$ cat src/rtl/audio_ctrl_pkg.sv
// audio_ctrl_pkg
//   Shared definitions for the audio mode controller: FSM state encoding
//   (also the externally visible o_mode code), key bit positions and the
//   field offsets within the 18-bit switch bank.
package audio_ctrl_pkg;

    typedef enum logic [3:0] {
        ST_LOAD       = 4'd0,
        ST_IDLE       = 4'd1,
        ST_REC        = 4'd2,
        ST_REC_PAUSE  = 4'd3,
        ST_PLAY       = 4'd4,
        ST_PLAY_PAUSE = 4'd5,
        ST_MIX        = 4'd6,
        ST_PITCH      = 4'd7
    } audio_state_e;

    // Key bit positions within i_key
    localparam int unsigned KEY_REC   = 0;
    localparam int unsigned KEY_PLAY  = 1;
    localparam int unsigned KEY_PAUSE = 2;
    localparam int unsigned KEY_STOP  = 3;
    localparam int unsigned KEY_W     = 4;

    // Switch field offsets within i_sw
    localparam int unsigned SW_TRACK_LSB  = 0;
    localparam int unsigned SW_TRACK_W    = 3;
    localparam int unsigned SW_PITCH_MODE = 3;
    localparam int unsigned SW_SPEED_LSB  = 4;
    localparam int unsigned SW_SPEED_W    = 4;
    localparam int unsigned SW_MASK_LSB   = 8;
    localparam int unsigned SW_PITCH_REQ  = 16;
    localparam int unsigned SW_MIX_REQ    = 17;
    localparam int unsigned SW_W          = 18;

endpackage

$ cat src/rtl/audio_mode_ctrl_if.sv
// audio_mode_ctrl_if
//   Handshake bundle between the mode controller and the audio engines.
//   Signals (named from the controller's point of view):
//     o_rec_start / o_play_start / o_mix_start / o_pitch_start : one-cycle start pulses
//     o_rec_pause / o_play_pause : pause levels
//     o_stop                     : one-cycle stop pulse to the active engine
//     i_rec_done / i_play_done / i_mix_done / i_pitch_done : engine completion pulses
//   Modports: master = controller, slave = engine side.
interface audio_mode_ctrl_if;

    logic o_rec_start;
    logic o_play_start;
    logic o_mix_start;
    logic o_pitch_start;
    logic o_rec_pause;
    logic o_play_pause;
    logic o_stop;
    logic i_rec_done;
    logic i_play_done;
    logic i_mix_done;
    logic i_pitch_done;

    modport master (
        output o_rec_start, o_play_start, o_mix_start, o_pitch_start,
        output o_rec_pause, o_play_pause, o_stop,
        input  i_rec_done, i_play_done, i_mix_done, i_pitch_done
    );

    modport slave (
        input  o_rec_start, o_play_start, o_mix_start, o_pitch_start,
        input  o_rec_pause, o_play_pause, o_stop,
        output i_rec_done, i_play_done, i_mix_done, i_pitch_done
    );

endinterface

$ cat src/rtl/key_edge.sv
// key_edge
//   Registers the debounced key bank and produces registered one-cycle
//   rising-edge pulses; a held key gives exactly one pulse.
//   Ports: i_clk, i_rst (async, active-high), i_key[WIDTH], o_edge[WIDTH].
module key_edge #(
    parameter int unsigned WIDTH = 4
) (
    input  logic             i_clk,
    input  logic             i_rst,
    input  logic [WIDTH-1:0] i_key,
    output logic [WIDTH-1:0] o_edge
);

    logic [WIDTH-1:0] key_q;

    always_ff @(posedge i_clk or posedge i_rst) begin
        if (i_rst) begin
            key_q  <= '0;
            o_edge <= '0;
        end else begin
            key_q  <= i_key;
            o_edge <= i_key & ~key_q;
        end
    end

endmodule

$ cat src/rtl/audio_mode_ctrl.sv
// audio_mode_ctrl
//   Top-level mode controller for the audio recorder: waits for the initial
//   SRAM load, then arbitrates record / play / mix / pitch operations from
//   keys and switches, selects the SRAM track region and drives the engine
//   handshake.
//   Ports:
//     i_clk, i_rst        : clock, asynchronous active-high reset
//     i_key[3:0]          : debounced keys (rec, play, pause, stop)
//     i_sw[17:0]          : track, pitch settings, mix mask, requests
//     i_load_done         : initial SRAM load complete
//     o_mode[3:0]         : current state code
//     o_base, o_end       : first / last word of selected track
//     o_mix_mask, o_mix_num : latched mix set and its popcount
//     o_pitch_mode, o_pitch_speed : latched pitch settings
//     eng                 : engine handshake (audio_mode_ctrl_if.master)
//   Build option: define AUDIO_PITCH_EN to include the PITCH state and pitch
//   path; otherwise the pitch request is ignored and pitch outputs read 0.
module audio_mode_ctrl
    import audio_ctrl_pkg::*;
#(
    parameter int unsigned NUM_TRACKS  = 4,
    parameter int unsigned ADDR_W      = 23,
    parameter int unsigned TRACK_WORDS = 2**20
) (
    input  logic                              i_clk,
    input  logic                              i_rst,
    input  logic [KEY_W-1:0]                  i_key,
    input  logic [SW_W-1:0]                   i_sw,
    input  logic                              i_load_done,
    output logic [3:0]                        o_mode,
    output logic [ADDR_W-1:0]                 o_base,
    output logic [ADDR_W-1:0]                 o_end,
    output logic [NUM_TRACKS-1:0]             o_mix_mask,
    output logic [$clog2(NUM_TRACKS+1)-1:0]   o_mix_num,
    output logic                              o_pitch_mode,
    output logic [SW_SPEED_W-1:0]             o_pitch_speed,
    audio_mode_ctrl_if.master                 eng
);

    localparam int unsigned MIX_NUM_W = $clog2(NUM_TRACKS + 1);
    localparam logic [ADDR_W-1:0] TW  = ADDR_W'(TRACK_WORDS);

    audio_state_e state_q, state_d;

    logic [KEY_W-1:0]      kev;
    logic [NUM_TRACKS-1:0] mask_sw;
    logic [MIX_NUM_W-1:0]  num_d;
    logic [3:0]            trk_wide;
    logic [ADDR_W-1:0]     base_d;
    logic                  active;

    logic                  first_q;
    logic                  stop_q;
    logic [ADDR_W-1:0]     base_q;
    logic [ADDR_W-1:0]     end_q;
    logic [NUM_TRACKS-1:0] mask_q;
    logic [MIX_NUM_W-1:0]  num_q;
`ifdef AUDIO_PITCH_EN
    logic                  pmode_q;
    logic [SW_SPEED_W-1:0] pspeed_q;
`endif

    // Only part of the switch bank is consumed in some configurations.
    logic unused_ok;
    assign unused_ok = ^{i_sw, eng.i_pitch_done};

    key_edge #(.WIDTH(KEY_W)) u_key_edge (
        .i_clk  (i_clk),
        .i_rst  (i_rst),
        .i_key  (i_key),
        .o_edge (kev)
    );

    // Track selection and mix popcount, computed from the live switches so
    // they can be captured on the IDLE exit edge.
    always_comb begin
        mask_sw  = i_sw[SW_MASK_LSB +: NUM_TRACKS];
        trk_wide = {1'b0, i_sw[SW_TRACK_LSB +: SW_TRACK_W]} % 4'(NUM_TRACKS);
        base_d   = ADDR_W'(trk_wide) * TW;
        num_d    = '0;
        for (int unsigned i = 0; i < NUM_TRACKS; i++) begin
            num_d = num_d + MIX_NUM_W'(mask_sw[i]);
        end
        active = (state_q != ST_LOAD) && (state_q != ST_IDLE);
    end

    // State register
    always_ff @(posedge i_clk or posedge i_rst) begin
        if (i_rst) state_q <= ST_LOAD;
        else       state_q <= state_d;
    end

    // Next-state logic. Done beats stop beats pause; a stop only pulses
    // o_stop and the state is held until the engine reports done.
    always_comb begin
        state_d = state_q;
        case (state_q)
            ST_LOAD: if (i_load_done) state_d = ST_IDLE;
            ST_IDLE: begin
                if (i_sw[SW_MIX_REQ]) begin
                    if (mask_sw != '0) state_d = ST_MIX;
                end
`ifdef AUDIO_PITCH_EN
                else if (i_sw[SW_PITCH_REQ]) begin
                    if (i_sw[SW_SPEED_LSB +: SW_SPEED_W] != '0) state_d = ST_PITCH;
                end
`endif
                else if (kev[KEY_REC])  state_d = ST_REC;
                else if (kev[KEY_PLAY]) state_d = ST_PLAY;
            end
            ST_REC, ST_REC_PAUSE: begin
                if (eng.i_rec_done)
                    state_d = ST_IDLE;
                else if (!kev[KEY_STOP] && kev[KEY_PAUSE])
                    state_d = (state_q == ST_REC) ? ST_REC_PAUSE : ST_REC;
            end
            ST_PLAY, ST_PLAY_PAUSE: begin
                if (eng.i_play_done)
                    state_d = ST_IDLE;
                else if (!kev[KEY_STOP] && kev[KEY_PAUSE])
                    state_d = (state_q == ST_PLAY) ? ST_PLAY_PAUSE : ST_PLAY;
            end
            ST_MIX: if (eng.i_mix_done) state_d = ST_IDLE;
`ifdef AUDIO_PITCH_EN
            ST_PITCH: if (eng.i_pitch_done) state_d = ST_IDLE;
`else
            ST_PITCH: state_d = ST_IDLE;
`endif
            default: state_d = ST_IDLE;
        endcase
    end

    // Registered side state: entry marker, stop pulse and the settings
    // captured when leaving IDLE.
    always_ff @(posedge i_clk or posedge i_rst) begin
        if (i_rst) begin
            first_q  <= 1'b0;
            stop_q   <= 1'b0;
            base_q   <= '0;
            end_q    <= '0;
            mask_q   <= '0;
            num_q    <= '0;
`ifdef AUDIO_PITCH_EN
            pmode_q  <= 1'b0;
            pspeed_q <= '0;
`endif
        end else begin
            first_q <= (state_q == ST_IDLE) && (state_d != ST_IDLE);
            stop_q  <= kev[KEY_STOP] && active;
            if (state_q == ST_IDLE) begin
                case (state_d)
                    ST_REC, ST_PLAY: begin
                        base_q <= base_d;
                        end_q  <= base_d + TW - ADDR_W'(1);
                    end
                    ST_MIX: begin
                        mask_q <= mask_sw;
                        num_q  <= num_d;
                    end
`ifdef AUDIO_PITCH_EN
                    ST_PITCH: begin
                        pmode_q  <= i_sw[SW_PITCH_MODE];
                        pspeed_q <= i_sw[SW_SPEED_LSB +: SW_SPEED_W];
                    end
`endif
                    default: ;
                endcase
            end
        end
    end

    // Outputs
    always_comb begin
        o_mode            = state_q;
        o_base            = base_q;
        o_end             = end_q;
        o_mix_mask        = mask_q;
        o_mix_num         = num_q;
        eng.o_rec_start   = first_q && (state_q == ST_REC);
        eng.o_play_start  = first_q && (state_q == ST_PLAY);
        eng.o_mix_start   = first_q && (state_q == ST_MIX);
        eng.o_rec_pause   = (state_q == ST_REC_PAUSE);
        eng.o_play_pause  = (state_q == ST_PLAY_PAUSE);
        eng.o_stop        = stop_q;
`ifdef AUDIO_PITCH_EN
        eng.o_pitch_start = first_q && (state_q == ST_PITCH);
        o_pitch_mode      = pmode_q;
        o_pitch_speed     = pspeed_q;
`else
        eng.o_pitch_start = 1'b0;
        o_pitch_mode      = 1'b0;
        o_pitch_speed     = '0;
`endif
    end

endmodule

$ cat src/flat_wrapper.sv
// flat-port wrapper written by rule: the top's interface ports become plain ports
module audio_mode_ctrl_flat import audio_ctrl_pkg::*;
#(
    parameter int unsigned NUM_TRACKS  = 4,
    parameter int unsigned ADDR_W      = 23,
    parameter int unsigned TRACK_WORDS = 2**20
)
  (i_clk, i_rst, i_key, i_sw, i_load_done, o_mode, o_base, o_end, o_mix_mask, o_mix_num, o_pitch_mode, o_pitch_speed, eng_o_rec_start, eng_o_play_start, eng_o_mix_start, eng_o_pitch_start, eng_o_rec_pause, eng_o_play_pause, eng_o_stop, eng_i_rec_done, eng_i_play_done, eng_i_mix_done, eng_i_pitch_done);
  audio_mode_ctrl_if eng_i ();
  input  logic i_clk;
  input  logic i_rst;
  input  logic [KEY_W-1:0] i_key;
  input  logic [SW_W-1:0] i_sw;
  input  logic i_load_done;
  output logic [3:0] o_mode;
  output logic [ADDR_W-1:0] o_base;
  output logic [ADDR_W-1:0] o_end;
  output logic [NUM_TRACKS-1:0] o_mix_mask;
  output logic [$clog2(NUM_TRACKS+1)-1:0] o_mix_num;
  output logic o_pitch_mode;
  output logic [SW_SPEED_W-1:0] o_pitch_speed;
  output wire logic [$bits(eng_i.o_rec_start)-1:0] eng_o_rec_start;
  output wire logic [$bits(eng_i.o_play_start)-1:0] eng_o_play_start;
  output wire logic [$bits(eng_i.o_mix_start)-1:0] eng_o_mix_start;
  output wire logic [$bits(eng_i.o_pitch_start)-1:0] eng_o_pitch_start;
  output wire logic [$bits(eng_i.o_rec_pause)-1:0] eng_o_rec_pause;
  output wire logic [$bits(eng_i.o_play_pause)-1:0] eng_o_play_pause;
  output wire logic [$bits(eng_i.o_stop)-1:0] eng_o_stop;
  input wire logic [$bits(eng_i.i_rec_done)-1:0] eng_i_rec_done;
  input wire logic [$bits(eng_i.i_play_done)-1:0] eng_i_play_done;
  input wire logic [$bits(eng_i.i_mix_done)-1:0] eng_i_mix_done;
  input wire logic [$bits(eng_i.i_pitch_done)-1:0] eng_i_pitch_done;
  assign eng_o_rec_start = eng_i.o_rec_start;
  assign eng_o_play_start = eng_i.o_play_start;
  assign eng_o_mix_start = eng_i.o_mix_start;
  assign eng_o_pitch_start = eng_i.o_pitch_start;
  assign eng_o_rec_pause = eng_i.o_rec_pause;
  assign eng_o_play_pause = eng_i.o_play_pause;
  assign eng_o_stop = eng_i.o_stop;
  assign eng_i.i_rec_done = eng_i_rec_done;
  assign eng_i.i_play_done = eng_i_play_done;
  assign eng_i.i_mix_done = eng_i_mix_done;
  assign eng_i.i_pitch_done = eng_i_pitch_done;
  audio_mode_ctrl #(.NUM_TRACKS(NUM_TRACKS), .ADDR_W(ADDR_W), .TRACK_WORDS(TRACK_WORDS)) u_core (.i_clk(i_clk), .i_rst(i_rst), .i_key(i_key), .i_sw(i_sw), .i_load_done(i_load_done), .o_mode(o_mode), .o_base(o_base), .o_end(o_end), .o_mix_mask(o_mix_mask), .o_mix_num(o_mix_num), .o_pitch_mode(o_pitch_mode), .o_pitch_speed(o_pitch_speed), .eng(eng_i));
endmodule
$ cat config.mk
export PLATFORM = sky130hd
export DESIGN_NAME = audio_mode_ctrl_flat
export DESIGN_NICKNAME = d
export VERILOG_FILES = /design/src/rtl/audio_ctrl_pkg.sv /design/src/rtl/audio_mode_ctrl_if.sv /design/src/rtl/key_edge.sv /design/src/rtl/audio_mode_ctrl.sv /design/src/flat_wrapper.sv
export SDC_FILE = /design/constraint.sdc
export NUM_CORES = 1
export LEC_CHECK = 0
export BUFFER_PORTS_ARGS = -buffer_cell sky130_fd_sc_hd__buf_2
export CAP_MARGIN = 15
export CORE_MARGIN = 4
export CORE_UTILIZATION = 43
export DETAILED_ROUTE_END_ITERATION = 7
export PLACE_DENSITY = 0.88
export SETUP_SLACK_MARGIN = 0.5
export SKIP_CTS_REPAIR_TIMING = 1
export SLEW_MARGIN = 20
export SYNTH_ARGS = -nofsm -noshare
export SYNTH_HDL_FRONTEND = slang
export SYNTH_SLANG_ARGS = --single-unit
$ cat constraint.sdc
create_clock -name i_clk -period 2.8 [get_ports i_clk]
set_clock_uncertainty 0.2 [all_clocks]
set_input_delay 0.28 -clock i_clk [delete_from_list [all_inputs] [get_ports i_clk]]
set_output_delay 0.28 -clock i_clk [all_outputs]
set_load 0.02 [all_outputs]
After elaboration in Yosys (flattened, before gate mapping). Cells that the tools add are included.

Logic and storage cells: 56. Bits in registers: 46. Output and inout port bits: 69. Input bits: 29.

Equal/unequal tests: 11. Reductions and logical operators: 16. Bitwise gates (word level): 2. Mux-type cells: 13. Add/subtract/negate cells: 5.

Operator list (count): $mux 4 (10); $add 22x21->23 const B (1); $sub 23x1->23 const B (1); $eq 4x3->1 const B (5); $pmux 4 s5 (1); $eq 4x2->1 const B (3); $ne 4x1->1 const B (2); $reduce_bool 4->1 (2); $logic_and 1x1->1 (7); $add 3x1->3 (2); $reduce_or 2->1 (3); $and 4x4->4 (1); $eq 4x1->1 const B (1); $logic_not 4->1 (1); $not 4->4 (1); $reduce_and 2->1 (2); $add 1x1->2 (1); $mux 1 (2); $logic_not 1->1 (1).

Longest topological paths before layout.
Word-level depth: 8. Depth in mapped cells: 7. Depth with buffers taken out: 7.

Modules after synthesis. Synthesis repeated with hierarchy kept, for this count alone.

Cell total of the unflattened synthesis: 151. Area, all modules: 1605.3 sq um.

By module, submodules not included: audio_mode_ctrl (area each 1346.3 sq um, cells each 138, instances 1); key_edge (area each 259.0 sq um, cells each 13, instances 1).

Worst setup path after synthesis. Ideal clock, no wire load.

Kind: flip-flop to flip-flop. Start point: register u_core.state_q[0] (netlist: u_core.o_mode[0]). End point: register u_core.mask_q[0] (netlist: u_core.o_mix_mask[0]). Clock period less this slack: 2214 ps. Path slack: 586 ps. Arrival: 1890 ps. Stages on the path, launching flop included: 7. Path through: dfrtp_1 buf_2 or4b_4 a21oi_1 nor4_2 nand4_2 mux2_2.

Word-level cells in the longest chain between the ends: 7. Elaborated cells on any way between the ends: 24.

Ends and longest elaborated chain: start: declaration (RTL line audio_mode_ctrl.sv:43) `audio_state_e state_q, state_d;`; start signal: assignment (RTL line audio_mode_ctrl.sv:90) `else state_q <= state_d;`; $eq 4x3->1 / $eq 4x2->1 (equally long branches) (RTL line audio_mode_ctrl.sv:97, audio_mode_ctrl.sv:121, audio_mode_ctrl.sv:115); $mux 1, on equally long branches (RTL line audio_mode_ctrl.sv:121, audio_mode_ctrl.sv:115); $mux 4, on equally long branches (RTL line audio_mode_ctrl.sv:120, audio_mode_ctrl.sv:114); $mux 4, on equally long branches (RTL line audio_mode_ctrl.sv:118, audio_mode_ctrl.sv:112); $pmux 4 s5 (RTL line audio_mode_ctrl.sv:97) `case (state_q)`; $eq 4x3->1 (RTL line audio_mode_ctrl.sv:151) `case (state_d)`; $reduce_and 2->1 (no line) *; end signal: assignment (RTL line audio_mode_ctrl.sv:157) `mask_q <= mask_sw;`; end: declaration (RTL line audio_mode_ctrl.sv:56) `logic [NUM_TRACKS-1:0] mask_q;`.

Mark *: on every way between the ends. The rest lies on a longest branch, timed or not. A chain may end at the register's enable or synchronous reset.

Worst setup path after layout.
Start point: register u_core.state_q[3] (netlist: u_core.o_mode[3]). End point: register u_core.mask_q[1] (netlist: u_core.o_mix_mask[1]).

Same word-level chain as after synthesis.

==> impl_results.md <==
* Failing checks: hold timing
* Routed Antenna Nets at 0
* Fraction of the cycle the final worst path needs at between 70% and 80%
* GRT Max-Usage Layer: met2
* HP Class: in2async
* Worst-Skew Late Latency at 0.31 ns
* Power per cell area at 667.0 nW/um^2
* WS Path Type: reg2reg
* Setup TNS at 0 ns
* Worst r2r dst: u_core.o_mix_mask[1]$_DFFE_PP0P_
* Largest net degree at the start of global routing at 25
* Post-synth EDFFs at 0
* Status: complete, but fails checks
* Cell with the most instances after synthesis: buf_4
* Synthesized area at 1555 sq um
* Critical Path Source Type: register
* Area leader, netlist: dfrtp_1
* Finished Cell Area at between 1500 and 2000 sq um
* Crit path DAT at 2.23 ns
* Synth Register Bits at 24
* Element type at the critical path end: register
* Routed vias at approximately 1.0k
* Chip Height at slightly below 70 microns
* Placed instance area at 1608 sq um
* 1st-pass router iterations at 5
* WL final at 2.785 mm
* DP HPWL at 2.149 mm
* Clock transition at the registers of the reported paths at 0.12 ns
* R2R depth at 5
* DRC at 0
* RSZ-0062 raised after global routing: false
* Max Cap Violations at 0
* R2R Setup Slk at 0.58 ns
* Initial antenna violation count at 0
* WP depth at 5
* Met1 Track Usage GR at 12.94%
* GR Layer Usage met3 at 2.627%
* Critical path cell sequence: or4b_4 -> a21oi_2 -> nor4_4 -> nand4_4 -> mux2_2
* Post-synthesis instance total at 144
* Setup crit start: u_core.o_mode[3]$_DFF_PP0_
* Die area at around 4600 sq um
* Worst rel slew slack at between 40% and 50%
* Clk root buf: clkbuf_4
* Worst IR drop on VDD at 0.3561 mV
* Layout cell share with drive strength beyond 1 at 44.39%
* Reg2reg start: u_core.o_mode[3]$_DFF_PP0_
* Netlist cell types at 39
* Number of port buffers at 57
* Die Wd at around 70 microns
* Worst Path Buf+Inv at 0
* Placer Congestion at 0.8544
* Async SR Flop Fraction at between 90% and 100%
* Post-synth top cells: buf_4, dfrtp_1, mux2_2, nor2_1, nand2b_1
* Max Slew Vio Count at 0
* H-tree depth at 1
* Num CTS Buffers at 3
* Max stage delay cell, worst path: or4b_4
* Static leakage at 0.8668 nW
* First-pass GRT wire length at 3.953 mm
* Fillers at 334
* Initial Utilization at 45.53%
* Max clock buf depth at 2
* Worst Setup EP: u_core.o_mix_mask[1]$_DFFE_PP0P_
* Slew @ Worst Pin at 0.8650 ns
* 1st-iter DRT viols at 20
* Synth Warn # at 0
* Layout net count at around 220
* Routed len/inst at roughly 12 microns
* Total grt overflow at 0
* CTS tree: yes
* Std-Cell Rows at 21
* Via/cell ratio at 4.378
* Met2 GRT Util at about a fifth
* Syn avg cell area at 10.80 sq um
* Synth Flop Type: dfrtp_1
* Core footprint at 3416 sq um
* Minimum clock period at between 2 and 2.5 ns
* Antenna cells at 0
* Peak Freq at 450.3 MHz
* Register area share after synthesis at between 30 and 40%
* Critical Path RT at 2.81 ns
* Total GRT Usage at 11.56%
* Top-Level Pins at 98
* Vias in the first global route at 881
* Top-area cell type share of the netlist area at 38.62%
* Hold Slack at -0.07634 ns
* Synth top area cells: dfrtp_1, buf_4, mux2_2, nor4b_4, ha_1
* Num Clock Sinks at 24
* CP max FO at 10
* CP delay by family, top: simple AND/OR/NAND/NOR gates
* CP max stage delay at 0.61 ns
* Count of final hold-check violations at 24
* Area Growth Syn to Fin at 11.26%
* Finish-stage setup viols at 0
==> registers in the layout (all words and copies together) (netlist names) <==
signal	count
u_core.eng.o_stop	1
u_core.first_q	1
u_core.o_end	3
u_core.o_mix_mask	4
u_core.o_mix_num	3
u_core.o_mode	4
u_core.u_key_edge.key_q	4
u_core.u_key_edge.o_edge	4
==> worst reg2reg max path, cell delays in order, from the launching register on <==
cell,delay (ns)
dfrtp_2,0.52
or4b_4,0.61
a21oi_2,0.19
nor4_4,0.07
nand4_4,0.18
mux2_2,0.36
==> kinds of logic after synthesis <==
kind of cell	Yosys count	synth area share, %
DFF	24	38.62
xor gates and xnor gates	1	0.5633
other	1	0.2411
buffers and inverters	56	26.39
AOI/OAI and AO/OA	12	6.276
adders and majority gates	4	3.701
and+or+nand+nor	37	17.70
muxes	9	6.517
==> per-stage QoR <==
stage / hold WS, ns / total power, mW / setup WS, ns / util [%] / instances
2_1_floorplan: 0.09462 / 0.9312 / 0.5856 / - / 172
3_5_place_dp: 0.1842 / 0.9938 / 0.4652 / 47.07 / 223
5_1_grt: 0.008431 / 1.230 / 0.5253 / 50.66 / 233
6_report: -0.07634 / 1.154 / 0.5791 / 50.66 / 233
3_3_place_gp: 0.1809 / 0.9785 / 0.5100 / 47.07 / 223
4_1_cts: -0.1337 / 1.141 / 0.4304 / 47.73 / 226
==> cells in the final DEF (no fill, tap or decap), types with 2 or more instances in the layout <==
master,count
clkbuf_4,3
mux2_2,7
nand4b_1,2
and3_1,2
inv_1,4
nand2b_1,5
nor3_1,2
dlygate4sd3_1,6
nand3_1,2
nor2b_1,4
mux2_1,2
dfrtp_1,20
nor4b_4,2
o21ai_0,4
buf_2,57
ha_1,3
dfrtp_2,4
conb_1,29
nor2_1,7
==> worst min-delay path by stage <==
| stage | startpoint | endpoint | cells past startpoint |
|---|---|---|---|
| after floorplan | i_rst | u_core.eng.o_stop$_DFF_PP0_ | 1 |
| after global placement | u_core.u_key_edge.key_q[1]$_DFF_PP0_ | u_core.u_key_edge.o_edge[1]$_DFF_PP0_ | 1 |
| after detailed placement | u_core.u_key_edge.key_q[1]$_DFF_PP0_ | u_core.u_key_edge.o_edge[1]$_DFF_PP0_ | 1 |
| after CTS | i_key[2] | u_core.u_key_edge.key_q[2]$_DFF_PP0_ | 1 |
| after global routing | i_rst | u_core.u_key_edge.key_q[1]$_DFF_PP0_ | 2 |
| final | i_rst | u_core.u_key_edge.key_q[2]$_DFF_PP0_ | 2 |
==> power breakdown <==
part / switching (mW) / total [mW] / leakage (nW) / internal, mW
Combinational: 0.318 / 0.508 / 0.557 / 0.189
Sequential: 0.0741 / 0.498 / 0.296 / 0.424
Clock: 0.0981 / 0.148 / 0.0138 / 0.0503
Total: 0.490 / 1.15 / 0.867 / 0.664
==> routing by layer <==
layer | share of wire [%] | wire [microns]
met5 | 0 | 0
met3 | 7.7 | 214
met1 | 36 | 995
met4 | 1.4 | 40
met2 | 55 | 1534
==> area by class of cell <==
cell class              instances  area, sq um  share of cell area (%)
multi-input cells              92        676.9                   39.12
flip-flops and latches         24        605.6                   35.00
repair buffers                 64        352.8                   20.39
well taps                      46        57.56                   3.326
clock buffers                   3        22.52                   1.302
inverters                       4        15.01                  0.8677
No activity file was read; power rests on OpenSTA's default activity.
